--- src/rtl/sig_decoder_pkg.sv ---
// Shared types and field positions for the software signature protocol.
// Signature words carry an 8-bit type in [7:0] and a type-specific payload above it.
package riscv_signature_pkg;

    typedef enum logic [1:0] {
        CORE_STATUS = 2'd0,
        TEST_RESULT = 2'd1,
        WRITE_GPR   = 2'd2,
        WRITE_CSR   = 2'd3
    } signature_type_t;

    typedef enum logic [4:0] {
        INITIALIZED             = 5'd0,
        IN_DEBUG_MODE           = 5'd1,
        IN_MACHINE_MODE         = 5'd2,
        IN_HYPERVISOR_MODE      = 5'd3,
        IN_SUPERVISOR_MODE      = 5'd4,
        IN_USER_MODE            = 5'd5,
        HANDLING_IRQ            = 5'd6,
        FINISHED_IRQ            = 5'd7,
        HANDLING_EXCEPTION      = 5'd8,
        INSTR_FAULT_EXCEPTION   = 5'd9,
        ILLEGAL_INSTR_EXCEPTION = 5'd10,
        LOAD_FAULT_EXCEPTION    = 5'd11,
        STORE_FAULT_EXCEPTION   = 5'd12,
        EBREAK_EXCEPTION        = 5'd13
    } core_status_t;

    typedef enum logic {
        TEST_PASS = 1'b0,
        TEST_FAIL = 1'b1
    } test_result_t;

    localparam int unsigned SigTypeLsb = 0;
    localparam int unsigned SigTypeW   = 8;
    localparam int unsigned StatusLsb  = 8;
    localparam int unsigned StatusW    = 5;
    localparam int unsigned ResultBit  = 8;
    localparam int unsigned CsrAddrLsb = 20;
    localparam int unsigned CsrAddrW   = 12;
    localparam int unsigned GprIdxW    = 5;

    localparam logic [StatusW-1:0] MaxCoreStatus = 5'd13;

    typedef enum logic [1:0] {
        IDLE,
        GPR_DUMP,
        CSR_VAL
    } sig_dec_state_e;

    // Event metadata; the data value travels alongside so its width can follow DataWidth.
    typedef struct packed {
        signature_type_t        sig_type;
        core_status_t           status;
        test_result_t           result;
        logic [GprIdxW-1:0]     gpr_idx;
        logic [CsrAddrW-1:0]    csr_addr;
    } sig_evt_t;

endpackage

--- src/rtl/sig_decoder_if.sv ---
// Write-snoop channel and decoded-event channel of the signature decoder.
// master = bus/harness side, slave = decoder side.
interface sig_decoder_if #(
    parameter int unsigned DataWidth = 32,
    parameter int unsigned AddrWidth = 32
);
    logic                 wr_valid;
    logic                 wr_ready;
    logic [AddrWidth-1:0] wr_addr;
    logic [DataWidth-1:0] wr_data;

    logic                 evt_valid;
    logic                 evt_ready;
    logic [1:0]           evt_type;
    logic [4:0]           evt_status;
    logic                 evt_result;
    logic [4:0]           evt_gpr_idx;
    logic [11:0]          evt_csr_addr;
    logic [DataWidth-1:0] evt_value;

    modport master (
        output wr_valid, wr_addr, wr_data, evt_ready,
        input  wr_ready, evt_valid, evt_type, evt_status, evt_result,
               evt_gpr_idx, evt_csr_addr, evt_value
    );

    modport slave (
        input  wr_valid, wr_addr, wr_data, evt_ready,
        output wr_ready, evt_valid, evt_type, evt_status, evt_result,
               evt_gpr_idx, evt_csr_addr, evt_value
    );
endinterface

--- src/rtl/sig_decoder_evt_reg.sv ---
// Single-entry valid/ready output register for decoded events.
// Accepts a new event in the same cycle the held one drains.
module sig_evt_reg
    import riscv_signature_pkg::*;
#(
    parameter int unsigned DataWidth = 32
) (
    input  logic                 clk_i,
    input  logic                 rst_ni,
    input  logic                 in_valid,
    output logic                 in_ready,
    input  sig_evt_t             in_evt,
    input  logic [DataWidth-1:0] in_value,
    output logic                 out_valid,
    input  logic                 out_ready,
    output sig_evt_t             out_evt,
    output logic [DataWidth-1:0] out_value
);

    assign in_ready = !out_valid || out_ready;

    always_ff @(posedge clk_i or negedge rst_ni) begin
        if (!rst_ni) begin
            out_valid <= 1'b0;
            out_evt   <= '0;
            out_value <= '0;
        end else if (in_valid && in_ready) begin
            out_valid <= 1'b1;
            out_evt   <= in_evt;
            out_value <= in_value;
        end else if (out_ready) begin
            out_valid <= 1'b0;
            out_evt   <= '0;
            out_value <= '0;
        end
    end

endmodule

--- src/rtl/sig_decoder.sv ---
// Passive signature-protocol receiver: snoops writes to SigAddr and emits one
// decoded event per completed CORE_STATUS / TEST_RESULT / WRITE_GPR / WRITE_CSR item.
module sig_decoder
    import riscv_signature_pkg::*;
#(
    parameter int unsigned         DataWidth = 32,
    parameter int unsigned         AddrWidth = 32,
    parameter logic [AddrWidth-1:0] SigAddr  = AddrWidth'(32'h8FFF_FFFC),
    parameter int unsigned         NumGpr    = 32
) (
    input  logic          clk_i,
    input  logic          rst_ni,
    sig_decoder_if.slave  bus,
    output logic          test_done_o,
    output logic          test_pass_o,
    output logic          proto_err_o
);

    localparam logic [GprIdxW-1:0] LastGprIdx = GprIdxW'(NumGpr - 1);

    sig_dec_state_e       state_q, state_d;
    logic [GprIdxW-1:0]   cnt_q, cnt_d;
    logic [CsrAddrW-1:0]  csr_q, csr_d;

    logic                 wr_ready;
    logic                 sig_write;
    logic [DataWidth-1:0] word;
    logic [SigTypeW-1:0]  word_type;
    logic [StatusW-1:0]   word_status;

    logic                 emit;
    sig_evt_t             evt_d;
    logic [DataWidth-1:0] value_d;
    logic                 result_seen;
    logic                 err_set;

    sig_evt_t             evt_q;

    // Non-signature writes are accepted too, but never reach the decoder.
    assign sig_write   = bus.wr_valid && wr_ready && (bus.wr_addr == SigAddr);
    assign word        = bus.wr_data;
    assign word_type   = word[SigTypeLsb +: SigTypeW];
    assign word_status = word[StatusLsb +: StatusW];

    always_comb begin
        state_d     = state_q;
        cnt_d       = cnt_q;
        csr_d       = csr_q;
        emit        = 1'b0;
        evt_d       = '0;
        value_d     = '0;
        result_seen = 1'b0;
        err_set     = 1'b0;

        if (sig_write) begin
            unique case (state_q)
                IDLE: begin
                    case (word_type)
                        8'd0: begin
                            emit           = 1'b1;
                            evt_d.sig_type = CORE_STATUS;
                            evt_d.status   = core_status_t'(word_status);
                            err_set        = (word_status > MaxCoreStatus);
                        end
                        8'd1: begin
                            emit           = 1'b1;
                            evt_d.sig_type = TEST_RESULT;
                            evt_d.result   = test_result_t'(word[ResultBit]);
                            result_seen    = 1'b1;
                        end
                        8'd2: begin
                            state_d = GPR_DUMP;
                            cnt_d   = '0;
                        end
                        8'd3: begin
                            state_d = CSR_VAL;
                            csr_d   = word[CsrAddrLsb +: CsrAddrW];
                        end
                        default: err_set = 1'b1;
                    endcase
                end
                GPR_DUMP: begin
                    emit           = 1'b1;
                    evt_d.sig_type = WRITE_GPR;
                    evt_d.gpr_idx  = cnt_q;
                    value_d        = word;
                    cnt_d          = cnt_q + 1'b1;
                    if (cnt_q == LastGprIdx) begin
                        state_d = IDLE;
                    end
                end
                CSR_VAL: begin
                    emit           = 1'b1;
                    evt_d.sig_type = WRITE_CSR;
                    evt_d.csr_addr = csr_q;
                    value_d        = word;
                    state_d        = IDLE;
                end
                default: state_d = IDLE;
            endcase
        end
    end

    always_ff @(posedge clk_i or negedge rst_ni) begin
        if (!rst_ni) begin
            state_q <= IDLE;
            cnt_q   <= '0;
            csr_q   <= '0;
        end else begin
            state_q <= state_d;
            cnt_q   <= cnt_d;
            csr_q   <= csr_d;
        end
    end

    // Only the first TEST_RESULT after reset decides pass/fail.
    always_ff @(posedge clk_i or negedge rst_ni) begin
        if (!rst_ni) begin
            test_done_o <= 1'b0;
            test_pass_o <= 1'b0;
            proto_err_o <= 1'b0;
        end else begin
            if (result_seen) begin
                test_done_o <= 1'b1;
                if (!test_done_o) begin
                    test_pass_o <= (evt_d.result == TEST_PASS);
                end
            end
            if (err_set) begin
                proto_err_o <= 1'b1;
            end
        end
    end

    sig_evt_reg #(
        .DataWidth (DataWidth)
    ) u_evt_reg (
        .clk_i     (clk_i),
        .rst_ni    (rst_ni),
        .in_valid  (emit),
        .in_ready  (wr_ready),
        .in_evt    (evt_d),
        .in_value  (value_d),
        .out_valid (bus.evt_valid),
        .out_ready (bus.evt_ready),
        .out_evt   (evt_q),
        .out_value (bus.evt_value)
    );

    assign bus.wr_ready     = wr_ready;
    assign bus.evt_type     = evt_q.sig_type;
    assign bus.evt_status   = evt_q.status;
    assign bus.evt_result   = evt_q.result;
    assign bus.evt_gpr_idx  = evt_q.gpr_idx;
    assign bus.evt_csr_addr = evt_q.csr_addr;

endmodule

--- src/flat_wrapper.sv ---
// flat-port wrapper written by rule: the top's interface ports become plain ports
module sig_decoder_flat import riscv_signature_pkg::*;
#(
    parameter int unsigned         DataWidth = 32,
    parameter int unsigned         AddrWidth = 32,
    parameter logic [AddrWidth-1:0] SigAddr  = AddrWidth'(32'h8FFF_FFFC),
    parameter int unsigned         NumGpr    = 32
)
  (clk_i, rst_ni, test_done_o, test_pass_o, proto_err_o, bus_wr_valid, bus_wr_addr, bus_wr_data, bus_evt_ready, bus_wr_ready, bus_evt_valid, bus_evt_type, bus_evt_status, bus_evt_result, bus_evt_gpr_idx, bus_evt_csr_addr, bus_evt_value);
  sig_decoder_if #(.DataWidth(DataWidth), .AddrWidth(AddrWidth)) bus_i ();
  input  logic clk_i;
  input  logic rst_ni;
  output logic test_done_o;
  output logic test_pass_o;
  output logic proto_err_o;
  input wire logic [$bits(bus_i.wr_valid)-1:0] bus_wr_valid;
  input wire logic [$bits(bus_i.wr_addr)-1:0] bus_wr_addr;
  input wire logic [$bits(bus_i.wr_data)-1:0] bus_wr_data;
  input wire logic [$bits(bus_i.evt_ready)-1:0] bus_evt_ready;
  output wire logic [$bits(bus_i.wr_ready)-1:0] bus_wr_ready;
  output wire logic [$bits(bus_i.evt_valid)-1:0] bus_evt_valid;
  output wire logic [$bits(bus_i.evt_type)-1:0] bus_evt_type;
  output wire logic [$bits(bus_i.evt_status)-1:0] bus_evt_status;
  output wire logic [$bits(bus_i.evt_result)-1:0] bus_evt_result;
  output wire logic [$bits(bus_i.evt_gpr_idx)-1:0] bus_evt_gpr_idx;
  output wire logic [$bits(bus_i.evt_csr_addr)-1:0] bus_evt_csr_addr;
  output wire logic [$bits(bus_i.evt_value)-1:0] bus_evt_value;
  assign bus_i.wr_valid = bus_wr_valid;
  assign bus_i.wr_addr = bus_wr_addr;
  assign bus_i.wr_data = bus_wr_data;
  assign bus_i.evt_ready = bus_evt_ready;
  assign bus_wr_ready = bus_i.wr_ready;
  assign bus_evt_valid = bus_i.evt_valid;
  assign bus_evt_type = bus_i.evt_type;
  assign bus_evt_status = bus_i.evt_status;
  assign bus_evt_result = bus_i.evt_result;
  assign bus_evt_gpr_idx = bus_i.evt_gpr_idx;
  assign bus_evt_csr_addr = bus_i.evt_csr_addr;
  assign bus_evt_value = bus_i.evt_value;
  sig_decoder #(.DataWidth(DataWidth), .AddrWidth(AddrWidth), .SigAddr(SigAddr), .NumGpr(NumGpr)) u_core (.clk_i(clk_i), .rst_ni(rst_ni), .bus(bus_i), .test_done_o(test_done_o), .test_pass_o(test_pass_o), .proto_err_o(proto_err_o));
endmodule
--- config.mk ---
export PLATFORM = sky130hd
export DESIGN_NAME = sig_decoder_flat
export DESIGN_NICKNAME = d
export VERILOG_FILES = /design/src/rtl/sig_decoder_pkg.sv /design/src/rtl/sig_decoder_if.sv /design/src/rtl/sig_decoder_evt_reg.sv /design/src/rtl/sig_decoder.sv /design/src/flat_wrapper.sv
export SDC_FILE = /design/constraint.sdc
export NUM_CORES = 1
export LEC_CHECK = 0
export BUFFER_PORTS_ARGS = -buffer_cell sky130_fd_sc_hd__buf_2
export CORE_MARGIN = 1
export CORE_UTILIZATION = 44
export DETAILED_ROUTE_END_ITERATION = 10
export GPL_ROUTABILITY_DRIVEN = 0
export GPL_TIMING_DRIVEN = 0
export PLACE_DENSITY = 0.74
export SYNTH_ARGS = -nofsm -noshare
export SYNTH_HDL_FRONTEND = slang
export SYNTH_SLANG_ARGS = --single-unit
--- constraint.sdc ---
create_clock -name clk_i -period 2.1 [get_ports clk_i]
set_input_delay 0.63 -clock clk_i [delete_from_list [all_inputs] [get_ports clk_i]]
set_output_delay 0.63 -clock clk_i [all_outputs]
set_load 0.03 [all_outputs]
# Word-level counts from Yosys, hierarchy flattened
# Index checks and enable logic that the tools add are counted.
word_totals:
  mem_count: 0
  mem_bits_ro: 0
  latchBits: 0
  mem_bits_rw: 0
  reg_bits: 80
  wordCells: 73
op_classes:
  order_cmp: 1
  shift: 0
  addsub: 1
  multipliers: 0
  eq_ne: 10
  n_reduce_logical: 16
  n_div: 0
  mux: 30
  n_bitwise: 2
op_table:
  columns: ["operator", "count"]
  rows:
  - ["$mux 32", 4]
  - ["$mux 25", 3]
  - ["$eq 32x32->1 const B", 1]
  - ["$eq 8x2->1 const B", 2]
  - ["$mux 5", 3]
  - ["$mux 12", 1]
  - ["$mux 1", 11]
  - ["$pmux 5 s2", 1]
  - ["$reduce_and 3->1", 3]
  - ["$eq 8x1->1 const B", 1]
  - ["$logic_not 8->1", 1]
  - ["$pmux 2 s2", 2]
  - ["$mux 6", 1]
  - ["$pmux 2 s3", 1]
  - ["$add 5x1->5 const B", 1]
  - ["$eq 5x5->1 const B", 1]
  - ["$gt 5x4->1 const B", 1]
  - ["$pmux 1 s2", 2]
  - ["$reduce_bool 2->1", 2]
  - ["$reduce_or 2->1", 2]
  - ["$logic_and 1x1->1", 3]
  - ["$ne 3x3->1 const B", 1]
  - ["$reduce_or 3->1", 1]
  - ["$eq 2x1->1 const B", 1]
  - ["9 further kinds", 10]

# Depth between registers and ports, before layout
depth:
  depth_word: 7
  mapped_depth: 8
  depth_no_buf: 6

# Hierarchy
# Synthesis repeated with hierarchy kept, for this count alone.
hier_totals:
  cells_unflattened: 456
  area_unflattened_um2: 4526.8
modules_own_cells:
  columns: ["mod", "area_per_inst_um2", "cells_each", "seq_area_each_um2", "instances"]
  rows:
  - ["sig_evt_reg", 2771.4, 258, 1451.4, 1]
  - ["sig_decoder", 1755.4, 198, 550.5, 1]

# Least setup slack after synthesis
# Ideal clock, no wire load.
synth_timing:
  kind: "in2reg"
  from: "input port bus_wr_addr[29]"
  to: "register u_core.csr_q[10]"
  path_buffers: 1
  arrival_time_ns: 2.912
  path_slack_ns: -0.937
  cell_stages: 6
  t_required_ns: 1.975
  path_cell_list: "or4b_1 or4_4 or3_4 or3_4 buf_6 mux2_4"
synth_between:
  elab_chain_len: 3
synth_lines:
  columns: ["element", "line_no", "source"]
  rows:
  - ["start, declared", "flat_wrapper.sv:17", "input wire logic [$bits(bus_i.wr_addr)-1:0] bus_wr_addr;"]
  - ["$eq 32x32->1", "sig_decoder.sv:40", "assign sig_write = bus.wr_valid && wr_ready && (bus.wr_addr == SigAddr);"]
  - ["$logic_and 1x1->1", "sig_decoder.sv:40", null]
  - ["$reduce_and 3->1 (no line)", null, null]
  - ["end signal, assigned", "sig_decoder.sv:112", "csr_q <= csr_d;"]
  - ["end, declared", "sig_decoder.sv:23", "logic [CsrAddrW-1:0] csr_q, csr_d;"]
# No other way between the ends.
# A chain may end at the register's enable or synchronous reset.

# Final worst setup path
layout_timing:
  from: "input port bus_wr_addr[29]"
  to: "register u_core.csr_q[6]"
# The elaborated chain is that of the path after synthesis.

==> metrics.md <==
| Metric | Value |
|---|---|
| Outcome | `finished, violations left` |
| Failing checks | `negative setup slack` |
| First-pass GRT wire length | `14.01 mm` |
| Crit path max-delay cell type | `or4b_1` |
| Slew margin rel. | `66.63%` |
| R2r setup slk | `-0.10 ns` |
| Post-synthesis sequential area ratio | `57.04%` |
| GRT Resource Usage Total | `21.61%` |
| Tcrit/Tclk final | `127.1%` |
| Critical path arrival | `2.90 ns` |
| Drt pass-1 iters | `4` |
| Min Tclk post-route | `2.669 ns` |
| Setup-failing EPs final | `80` |
| Most instantiated library cell after synthesis | `dfrtp_1` |
| Logic pwr share | `5.9%` |
| Most common cell on crit path | `or3_4` |
| Fin Clk Skew | `0.01102 ns` |
| Slew Viols, Final | `0` |
| FP Rows | `32` |
| Residual DRC count | `0` |
| Mapped cell area | `0.003510 mm²` |
| Filler cells | `633` |
| Min-delay worst type | `in2async` |
| Most frequent cells after synthesis | `dfrtp_1, a22o_1, nand2b_1, nand2_1, mux2i_1` |
| Die ar. | `0.008338 mm²` |
| Setup crit end kind | `flop` |
| Initial core utilization | `45.42%` |
| Clock Pin Slew Worst Setup and Hold Paths | `0.09 ns` |
| Worst skew pair latency | `0.35 ns` |
| Detailed placer's ending HPWL | `5.725 mm` |
| Vias in the first global route | `2894` |
| Synth Instances | `277` |
| Average size of a mapped cell | `12.67 µm²` |
| Cts hold-fix bufs | `0` |
| Synth Register Bits | `80` |
| Net Sw Power | `0.0006809 W` |
| Worst vdd ir | `0.3578 mV` |
| Area delta synth->final | `39.75%` |
| Cell taking the most area after synthesis | `dfrtp_1` |
| Critical Path Max Stage Delay | `0.51 ns` |
| Yosys warnings | `0` |
| Fraction of final layout cells sized beyond drive strength 1 | `46.36%` |
| Clk pwr share | `38.7%` |
| Worst EP required | `2.33 ns` |
| Max Cap Viol | `0` |
| Worst Path Buf+Inv | `2` |
| Initial DRC count | `108` |
| Avg WL per Cell | `15.64 µm` |
| Antenna-violating nets left | `0` |
| H-tree depth | `3` |
| Largest cells by area after synthesis | `dfrtp_1, a22o_1, mux2i_1` |
| Die H | `91.31 µm` |
| CTS root buf | `clkbuf_8` |
| Antenna cells | `0` |
| Clock Path Buffers | `2` |
| Dominant synthesized flop cell | `dfrtp_1` |
| Gr ovfl total | `0` |
| Count of input and output buffers | `129` |
| Hold_ws | `0.1189 ns` |
| Share of power burned in registers | `55.4%` |
| Total CTS buffers | `9` |
| Fmax | `0.3746 GHz` |
| EDFF count, synth | `0` |
| Setup WS post-layout | `-0.5692 ns` |
| Yosys cell types | `44` |
| Area of the core | `0.007727 mm²` |
| IO Count | `130` |
| Net Count, Synth | `351` |
| Startpoint types | `input port` |
| Drt via density | `5.098` |
| Critical path cell sequence | `buf_6, or4b_1, or4_4, or3_4, or3_4, buf_12, mux2_4` |
| PwrDens | `566.5 mW/mm²` |
| Fin. Hold Viols | `0` |
| WS Path Type | `in2reg` |
| Sw frac | `24.51%` |
| Largest net degree at the start of global routing | `69` |
| Layout Nets | `509` |
| Initial antenna violation count | `0` |
| Critical path's top delay family | `simple AND/OR/NAND/NOR gates` |
| Internal power | `0.002098 W` |
| Clock sink count | `80` |
| Fin util | `63.47%` |
| Die X | `91.31 µm` |
| Synth top area share | `57.04%` |
| Via count | `2763` |
| Worst-path maximum fanout | `10` |
| Asr flop ratio synth | `100.0%` |
| Measured slew at the worst slew-check pin | `0.4995 ns` |
| CTS tree | `built` |
| Final WL | `8.477 mm` |
| Leakage | `2.758 nW` |
| RSZ-0062 raised after global routing | `yes` |
==> per-layer routing <==
layer	vias up	routed length (µm)	global-route usage (%)
met5	-	0	0
met4	0	143	8.069
met3	14	353	4.271
met2	73	4055	34.22
met1	1349	3925	29.56
li1	1327	-	-
==> logic make-up after synthesis <==
family | share of synthesized area (%)
compound gates | 11.52
fa+ha+maj | 2.139
flops | 57.04
mux | 12.69
simple gates | 14.40
buf+inv | 2.210
==> power groups by stage <==
| stage | Combinational, W | Clock [W] | Sequential (W) |
|---|---|---|---|
| global route | 0.000184 | 0.00117 | 0.00154 |
| CTS | 0.000164 | 0.00109 | 0.00154 |
| floorplan | 0.0000255 | 0 | 0.00157 |
| global placement | 0.000135 | 0 | 0.00157 |
| finish | 0.000165 | 0.00107 | 0.00154 |
| detailed placement | 0.000145 | 0 | 0.00157 |
==> flip-flops by register name, indices dropped and copies added, names as in the netlist <==
signal and flops:
u_core.test_done_o 1, u_core.state_q 2, u_core.test_pass_o 1, u_core.cnt_q 5, u_core.u_evt_reg.out_value 32, u_core.u_evt_reg.out_evt 25
u_core.csr_q 12, u_core.u_evt_reg.out_valid 1, u_core.proto_err_o 1
==> worst paths after layout <==
kind / from / cells after the start / endpoint
setup / recovery: bus_wr_addr[29] / 7 / u_core.csr_q[6]
hold / removal: rst_ni / 1 / u_core.u_evt_reg.out_value[25]
setup reg to reg: u_core.state_q[0] / 7 / u_core.u_evt_reg.out_value[27]
hold reg to reg: u_core.proto_err_o / 1 / u_core.proto_err_o
max in group asynchronous: rst_ni / 2 / u_core.state_q[1]
min in group clk_i: u_core.proto_err_o / 1 / u_core.proto_err_o
==> timing repair <==
item                                   CTS  global route
pin swaps                               11             5
endpoints found under the hold margin    0             0
buffers inserted                        11             2
gates cloned                             3             2
resized for setup                       40            12
setup endpoints to repair               79            79
==> metrics by stage <==
stage | TNS (ns) | total power (W) | std cells | worst slack [ns] | cell area, µm²
3_5_place_dp | -73.47 | 0.001715 | 509 | -1.187 | 4332
3_3_place_gp | -85.96 | 0.001705 | 508 | -1.181 | 4302
4_1_cts | -36.44 | 0.002793 | 538 | -0.5472 | 4805
5_1_grt | -39.72 | 0.002892 | 542 | -0.5770 | 4905
6_report | -37.18 | 0.002778 | 542 | -0.5692 | 4905
2_1_floorplan | -43.78 | 0.001596 | 277 | -0.8011 | 3528
==> final cells by class <==
class | instances | area, µm² | share of cell area (%)
Tap cell | 102 | 127.6 | 2.602
Clock buffer | 10 | 137.6 | 2.806
Multi-Input combinational cell | 180 | 1519 | 30.97
Inverter | 2 | 7.507 | 0.1531
Clock inverter | 6 | 50.05 | 1.020
Sequential cell | 80 | 2002 | 40.82
Timing Repair Buffer | 148 | 900.9 | 18.37
Buffer | 14 | 160.2 | 3.265
==> placed cells by master (no fill, tap or decap), types with 2 or more instances in the layout <==
master	count
clkbuf_16	2
ha_1	6
buf_6	9
buf_2	127
inv_6	2
buf_12	3
clkbuf_1	3
or3_4	2
dfrtp_1	80
nor2b_1	4
nand3_1	3
buf_8	6
mux2i_1	24
inv_1	2
a22o_1	35
a21o_1	2
nand2_1	26
clkbuf_8	11
nand4_1	5
and3_1	2
nand4b_1	2
clkbuf_4	2
buf_4	7
mux2_2	2
nand2b_1	27
mux2_4	12
a31o_2	2
(Power assumes the default switching activity.)
